## src/rtl/rsign_ctrl.sv

```systemverilog
// Sequencer for the RSign binarisation stage: loads the per-channel threshold bank,
// then gates one frame of windows into the datapath and counts its outputs back.
module rsign_ctrl #(
    parameter int FM_DEPTH = 64,
    parameter int NUM_WIN  = 3136,
    parameter int CNT_W    = $clog2(NUM_WIN + 1)
) (
    input  logic                     clk,
    input  logic                     rst_n,
    input  logic                     i_load_start,
    input  logic                     i_run_start,
    input  logic                     i_abort,
    input  logic                     i_para_valid,
    input  logic [15:0]              i_para_data,
    output logic                     o_para_ready,
    input  logic                     i_win_valid_in,
    output logic                     o_win_ready,
    output logic                     o_mode_out,
    output logic                     o_data_valid_out,
    output logic [FM_DEPTH*16-1:0]   o_para_out,
    input  logic                     i_rsign_valid_in,
    output logic                     o_params_loaded,
    output logic                     o_load_done,
    output logic                     o_frame_done,
    output logic                     o_busy,
    output logic                     o_err
);

    localparam int PTR_W = (FM_DEPTH > 1) ? $clog2(FM_DEPTH) : 1;

    typedef enum logic [1:0] {
        S_IDLE  = 2'd0,
        S_LOAD  = 2'd1,
        S_RUN   = 2'd2,
        S_DRAIN = 2'd3
    } state_t;

    state_t                    r_state, w_state_nxt;
    logic [PTR_W-1:0]          r_ptr, w_ptr_nxt;
    logic [CNT_W-1:0]          r_win_cnt, w_win_cnt_nxt;
    logic [CNT_W-1:0]          r_out_cnt, w_out_cnt_nxt;
    logic                      r_params_loaded, w_params_loaded_nxt;
    logic                      r_load_done, w_load_done_nxt;
    logic                      r_frame_done, w_frame_done_nxt;
    logic                      r_err, w_err_nxt;
    logic [FM_DEPTH-1:0][15:0] r_bank;

    logic w_para_acc;
    logic w_win_acc;
    logic w_last_word;
    logic w_last_win;
    logic w_last_out;
    logic w_start_req;

    // Handshake outputs decode straight from the state register, so they are
    // glitch-free and drop to 0 the instant reset asserts.
    assign o_para_ready     = (r_state == S_LOAD);
    assign o_win_ready      = (r_state == S_RUN);
    assign o_mode_out       = (r_state == S_RUN) || (r_state == S_DRAIN);
    assign o_data_valid_out = (r_state == S_RUN) && i_win_valid_in;
    assign o_busy           = (r_state != S_IDLE);
    assign o_para_out       = r_bank;
    assign o_params_loaded  = r_params_loaded;
    assign o_load_done      = r_load_done;
    assign o_frame_done     = r_frame_done;
    assign o_err            = r_err;

    assign w_para_acc  = o_para_ready && i_para_valid;
    assign w_win_acc   = o_win_ready && i_win_valid_in;
    assign w_last_word = (r_ptr == PTR_W'(FM_DEPTH - 1));
    assign w_last_win  = (r_win_cnt == CNT_W'(NUM_WIN - 1));
    assign w_last_out  = (r_out_cnt == CNT_W'(NUM_WIN - 1));
    assign w_start_req = i_load_start || i_run_start;

    always_ff @(posedge clk or negedge rst_n) begin
        if (!rst_n) begin
            r_state         <= S_IDLE;
            r_ptr           <= '0;
            r_win_cnt       <= '0;
            r_out_cnt       <= '0;
            r_params_loaded <= 1'b0;
            r_load_done     <= 1'b0;
            r_frame_done    <= 1'b0;
            r_err           <= 1'b0;
        end else begin
            r_state         <= w_state_nxt;
            r_ptr           <= w_ptr_nxt;
            r_win_cnt       <= w_win_cnt_nxt;
            r_out_cnt       <= w_out_cnt_nxt;
            r_params_loaded <= w_params_loaded_nxt;
            r_load_done     <= w_load_done_nxt;
            r_frame_done    <= w_frame_done_nxt;
            r_err           <= w_err_nxt;
        end
    end

    // Bank only writes on a LOAD handshake, so it is frozen across RUN/DRAIN.
    always_ff @(posedge clk or negedge rst_n) begin
        if (!rst_n) begin
            r_bank <= '0;
        end else if (w_para_acc) begin
            for (int i = 0; i < FM_DEPTH; i++) begin
                if (r_ptr == PTR_W'(i)) r_bank[i] <= i_para_data;
            end
        end
    end

    always_comb begin
        w_state_nxt         = r_state;
        w_ptr_nxt           = r_ptr;
        w_win_cnt_nxt       = r_win_cnt;
        w_out_cnt_nxt       = r_out_cnt;
        w_params_loaded_nxt = r_params_loaded;
        w_load_done_nxt     = 1'b0;
        w_frame_done_nxt    = 1'b0;
        w_err_nxt           = 1'b0;

        if (i_abort) begin
            w_state_nxt   = S_IDLE;
            w_ptr_nxt     = '0;
            w_win_cnt_nxt = '0;
            w_out_cnt_nxt = '0;
            if (r_state == S_LOAD) w_params_loaded_nxt = 1'b0;
        end else begin
            unique case (r_state)
                S_IDLE: begin
                    if (i_rsign_valid_in) w_err_nxt = 1'b1;
                    // A simultaneous run_start is silently dropped in favour of the load.
                    if (i_load_start) begin
                        w_state_nxt         = S_LOAD;
                        w_ptr_nxt           = '0;
                        w_params_loaded_nxt = 1'b0;
                    end else if (i_run_start) begin
                        if (r_params_loaded) begin
                            w_state_nxt   = S_RUN;
                            w_win_cnt_nxt = '0;
                            w_out_cnt_nxt = '0;
                        end else begin
                            w_err_nxt = 1'b1;
                        end
                    end
                end
                S_LOAD: begin
                    if (w_start_req || i_rsign_valid_in) w_err_nxt = 1'b1;
                    if (w_para_acc) begin
                        w_ptr_nxt = r_ptr + PTR_W'(1);
                        if (w_last_word) begin
                            w_state_nxt         = S_IDLE;
                            w_ptr_nxt           = '0;
                            w_params_loaded_nxt = 1'b1;
                            w_load_done_nxt     = 1'b1;
                        end
                    end
                end
                S_RUN: begin
                    if (w_start_req) w_err_nxt = 1'b1;
                    if (i_rsign_valid_in) w_out_cnt_nxt = r_out_cnt + CNT_W'(1);
                    if (w_win_acc) begin
                        w_win_cnt_nxt = r_win_cnt + CNT_W'(1);
                        if (w_last_win) w_state_nxt = S_DRAIN;
                    end
                end
                S_DRAIN: begin
                    if (w_start_req) w_err_nxt = 1'b1;
                    if (i_rsign_valid_in) begin
                        w_out_cnt_nxt = r_out_cnt + CNT_W'(1);
                        if (w_last_out) begin
                            w_state_nxt      = S_IDLE;
                            w_frame_done_nxt = 1'b1;
                            w_win_cnt_nxt    = '0;
                            w_out_cnt_nxt    = '0;
                        end
                    end
                end
                default: w_state_nxt = S_IDLE;
            endcase
        end
    end

endmodule
```

## config.mk

```make
export PLATFORM = sky130hd
export DESIGN_NAME = rsign_ctrl
export DESIGN_NICKNAME = d
export VERILOG_FILES = /design/src/rtl/rsign_ctrl.sv
export SDC_FILE = /design/constraint.sdc
export NUM_CORES = 1
export LEC_CHECK = 0
export CAP_MARGIN = 15
export CORE_AREA = 2 2 407 409
export CTS_BUF_LIST = sky130_fd_sc_hd__clkbuf_4
export DETAILED_ROUTE_END_ITERATION = 8
export DIE_AREA = 0 0 409 411
export PLACE_DENSITY = 0.5
export SYNTH_ARGS = -nofsm -noshare
export SYNTH_HDL_FRONTEND = slang
export SYNTH_SLANG_ARGS = --single-unit
export TNS_END_PERCENT = 30
```

## constraint.sdc

```tcl
create_clock -name clk -period 4.3 [get_ports clk]
set_clock_uncertainty 0.1 [all_clocks]
set_input_delay 1.075 -clock clk [delete_from_list [all_inputs] [get_ports clk]]
set_output_delay 1.075 -clock clk [all_outputs]
set_load 0.03 [all_outputs]
```

; Word-level counts from Yosys, hierarchy flattened
; Cells that the tools add are included.
; Widths: inputs -> output; s select.
[op_classes]
mux = 51
add_sub_neg = 3
n_reduce_logical = 81
n_eq_ne = 82
[op_table]
columns = op, count
row1 = $eq 6x6->1 const B, 32
row2 = $mux 12, 11
row3 = $reduce_and 2->1, 64
row4 = $eq 6x5->1 const B, 16
row5 = $pmux 12 s3, 2
row6 = $eq 6x4->1 const B, 8
row7 = $add 12x1->12 const B, 2
row8 = $eq 12x12->1 const B, 2
row9 = $eq 6x3->1 const B, 4
row10 = $mux 6, 4
row11 = $mux 1, 20
row12 = $mux 2, 10
row13 = $ne 3x3->1 const B, 6
row14 = $ne 3x2->1 const B, 5
row15 = $eq 6x2->1 const B, 2
row16 = $pmux 6 s2, 1
row17 = $ne 4x4->1 const B, 2
row18 = $pmux 2 s4, 1
row19 = $reduce_and 8->1, 1
row20 = $reduce_and 7->1, 1
row21 = $add 6x1->6 const B, 1
row22 = $eq 6x1->1 const B, 1
row23 = $logic_not 6->1, 1
row24 = $reduce_and 6->1, 1
row25 = other kinds (14), 19
[word_totals]
word_cells = 289
ff_bits = 1060

; Logic depth before layout (Yosys ltp)
[logic_depth]
depth_word = 6
depth_mapped = 10
ltp_nobuf = 8

; Worst setup path before layout
; No wires, ideal clock.
[synth_timing]
path_type = input-to-reg
startpoint = input i_para_valid
endpoint = register r_bank, in the netlist o_para_out[245]
path_stages = 7
arrival_ns = 2.598
n_path_buf = 3
setup_slack_ns = 1.477
cell_sequence = nand2_1 or3_1 clkbuf_1 buf_2 nor2_2 buf_2 mux2_2
[synth_between]
elab_chain_cells = 2
[synth_lines]
columns = element, line_no
row1 = "start, declared", 13  ; input logic i_para_valid,
row2 = $logic_and 1x1->1, 68  ; assign w_para_acc = o_para_ready && i_para_valid;
row3 = $reduce_and 2->1 (no line), n/a
row4 = "end signal, assigned by index", 103  ; if (r_ptr == PTR_W'(i)) r_bank[i] <= i_para_data;
row5 = "end, declared", 46  ; logic [FM_DEPTH-1:0][15:0] r_bank;
; No other way between the ends.
; A chain may end at the register's enable or synchronous reset.

; Worst setup path after layout
[layout_timing]
startpoint = register r_state[0]
endpoint = output o_mode_out
[layout_between]
elab_chain_cells = 2
[layout_lines]
columns = element, line_no
row1 = "start, declared", 38  ; state_t r_state, w_state_nxt;
row2 = "start signal, assigned", 86  ; r_state <= w_state_nxt;
row3 = $eq 2x2->1, 59  ; assign o_mode_out = (r_state == S_RUN) || (r_state == S_DRAIN);
row4 = $logic_or 1x1->1 (*), 59
row5 = "end, declared", 18  ; output logic o_mode_out,
; Every way passes the cells marked *; elsewhere a longest branch is shown, timed or not.

==> results.py <==
metrics = {
    "die": {
        "chipHeight_um": 411,
        "die_area_mm2": 0.168,
        "io_pins": 1057,
        "fp-row-count": 149,
        "core-area_mm2": 0.164,
        "die_x_um": 409,
        "start_util_pct": 24.7,
    },
    "routing": {
        "vias": 27400,
        "routedWlPerCell_um": 26.7,
        "viasPerCell": 4.38,
        "drtAntennaViolNets": 0,
        "drc": 0,
        "drt-initial-drc-count": 1123,
        "totalWireLength_um": 167000,
        "firstDrtPassIters": 4,
    },
    "worst_setup_path": {
        "rrSetupSlack_ps": 1410,
        "worstSetupPathType": "reg -> out",
        "path_max_fanout": 9,
        "critPathArrivalTime_ps": 2770,
        "start_kind": "register",
        "reg2regPathDepth": 8,
        "cp.required_ps": 3120,
        "end_kind": "output pin",
    },
    "clock_network": {
        "cts_root_buf": "clkbuf_4",
        "clockBufferDepth": 4,
        "tritoncts": "yes",
        "clock_latency_ps": 1240,
        "htreeDepth": 5,
        "clk_pin_slew_ps": 70,
        "numCtsBuffers": 326,
        "cts_sinks": 1060,
        "cts_setup_buffers": 0,
    },
    "logic_synthesis": {
        "ys.flop_type": "dfrtp_1",
        "yosysTopAreaCellShare_pct": 65.5,
        "ys_types": 57,
        "yosysWarnings": 0,
        "syn_area_per_cell_um2": 15.8,
        "synth_xor_area_share_pct": 0.238,
        "synth-seq-cells": 1060,
        "synthAdderAreaFrac_pct": 0.309,
        "ys_top_cells_by_area": "dfrtp_1 (65%), mux2_2 (28%), clkbuf_1 (1.1%)",
        "synth_simple_gate_area_share_pct": 2.32,
        "ys_seq_area_share_pct": 65.5,
        "synth-compound-area-share_pct": 0.982,
        "synth_mux_area_share_pct": 28.5,
        "synth_edf_count": 0,
        "synth_top_family_by_area": "multiplexers",
        "yosys.area.top_type": "dfrtp_1",
        "async_reset_ff_share_pct": 100,
        "syn_inst": 2562,
        "synth_nets": 2596,
        "syn_area_mm2": 0.0405,
    },
    "finish": {
        "drive_gt1_share_pct": 41.8,
        "final_cells": 6258,
        "mostFrequentLayoutCells": "dfrtp_1 (1060), clkdlybuf4s50_1 (1034), mux2_2 (1025)",
        "regArea_mm2": 0.0265,
        "finalNetCount": 3919,
        "multi_input_area_mm2": 0.0132,
        "fillers": 16200,
        "area_growth_pct": 43.0,
        "mostFrequentLayoutCell": "dfrtp_1",
    },
    "hold_path": {
        "whs_path_depth": 2,
        "hold_class": "in -> reg",
    },
    "sta": {
        "rsz0062_at_grt": "false",
        "fin_crit_sh_pct": 91.7,
        "period_minus_slack_ps": 3940,
        "fmax_ghz": 0.253,
        "slew_headroom_pct": 22.5,
        "setup_viol": 0,
        "drv_slew": 0,
        "worst_pin_slew_ps": 1160,
        "fin_ws_ps": 355,
        "hold_viol": 0,
        "fin_setup_tns_ps": 0,
    },
    "power": {
        "peakVddDrop_uv": 276,
        "p_leak_uw": 0.0275,
        "powerDensity_mw_per_mm2": 364,
    },
    "global_routing": {
        "grt_pass1_wl_um": 230000,
        "grt_max_degree": 105,
        "grt-ovfl-total": 0,
        "antenna_found_initial": 14,
        "grt_use_total_pct": 19.5,
        "grt_pass1_vias": 29100,
    },
    "place": {
        "dp.cells": 5745,
        "dpl.hpwl_um": 111000,
        "io_buffers": 1056,
        "place_ws_ps": 510,
        "gp_congestion": 0.765,
    },
    "job": {
        "maxCapViolCount": 0,
    },
    "status": {
        "status": "complete, no violations",
    },
}
## sequential cells by signal, indices dropped and copies added, names as in the netlist
name / cells
r_out_cnt: 12
o_params_loaded: 1
o_load_done: 1
r_win_cnt: 12
r_ptr: 6
o_para_out: 1024
o_err: 1
o_frame_done: 1
r_state: 2
## metal layers
layer / vias up / routed length (um) / global-route usage (%)
met3: 262 / 11800 / 6.04
li1: 11800 / - / -
met2: 994 / 85300 / 33.7
met1: 14400 / 64400 / 22.1
met4: 0 / 5420 / 8.50
met5: - / 0 / 0
## where the power goes
part / total (uW) / internal (uW) / switching [uW]
sequential: 10200 / 10100 / 75.1
combinational: 1670 / 499 / 1170
clock: 9220 / 4860 / 4360
total: 21100 / 15500 / 5610
## cell type report
type	instances	share of cell area, %
diodes	12	0.0518
clock buffers	450	5.83
clock inverters	50	0.430
inverters	9	0.0583
multi-input cells	1297	22.8
flip-flops and latches	1060	45.8
well taps	2189	4.73
repair buffers	1191	20.3
## worst paths after layout
kind	start	end
max in group asynchronous	rst_n	o_para_out[565]
min in group asynchronous	rst_n	o_para_out[693]
setup reg to reg	r_state[1]	o_para_out[234]
hold reg to reg	o_para_out[469]	o_para_out[469]
setup / recovery	r_state[0]	o_mode_out
hold / removal	i_para_data[8]	o_para_out[840]
## cell usage after synthesis (3+ instances only)
| cell | count |
|---|---|
| and3_1 | 6 |
| buf_2 | 48 |
| buf_1 | 16 |
| clkbuf_1 | 122 |
| dfrtp_1 | 1060 |
| nand2_1 | 49 |
| nand2b_1 | 5 |
| nand4_1 | 7 |
| ha_1 | 10 |
| nor2_1 | 72 |
| xor2_1 | 9 |
| and2_1 | 6 |
| buf_4 | 8 |
| a31oi_1 | 3 |
| nor2_2 | 10 |
| nand3_1 | 15 |
| o21ai_0 | 12 |
| nor2b_1 | 6 |
| a21oi_1 | 3 |
| o31ai_1 | 3 |
| a22o_1 | 3 |
| o21ai_1 | 10 |
| nor3_1 | 4 |
| mux2_2 | 1025 |
| inv_1 | 9 |
## kinds of logic after synthesis
kind of cell / after synthesis
buffers and inverters: 205
muxes: 1026
DFF: 1060
and+or+nand+nor: 196
AOI/OAI and AO/OA: 54
xor gates and xnor gates: 11
adders and majority gates: 10
## worst max-delay path: stages (launching register included)
cell and delay, ps:
dfrtp_1 410, inv_1 80, ha_2 290, or2_2 350, dlygate4sd2_1 400
## per-stage QoR
stage	hold slack, ps	cell area [um2]	util (%)	total power, uW
after floorplan	355	40500	-	11200
after CTS	25.8	57900	35.3	21600
final	319	57900	35.3	21100
after global placement	386	54300	33.1	12100
after detailed placement	391	54300	33.1	12100
after global routing	110	57900	35.3	22200
## what timing repair did
item                       in CTS  in global routing
hold buffers                    1                  0
hold endpoints to repair       96                  0
setup endpoints to repair       5                  0
resized for setup               6                  0
No activity file was read; power rests on OpenSTA's default activity.
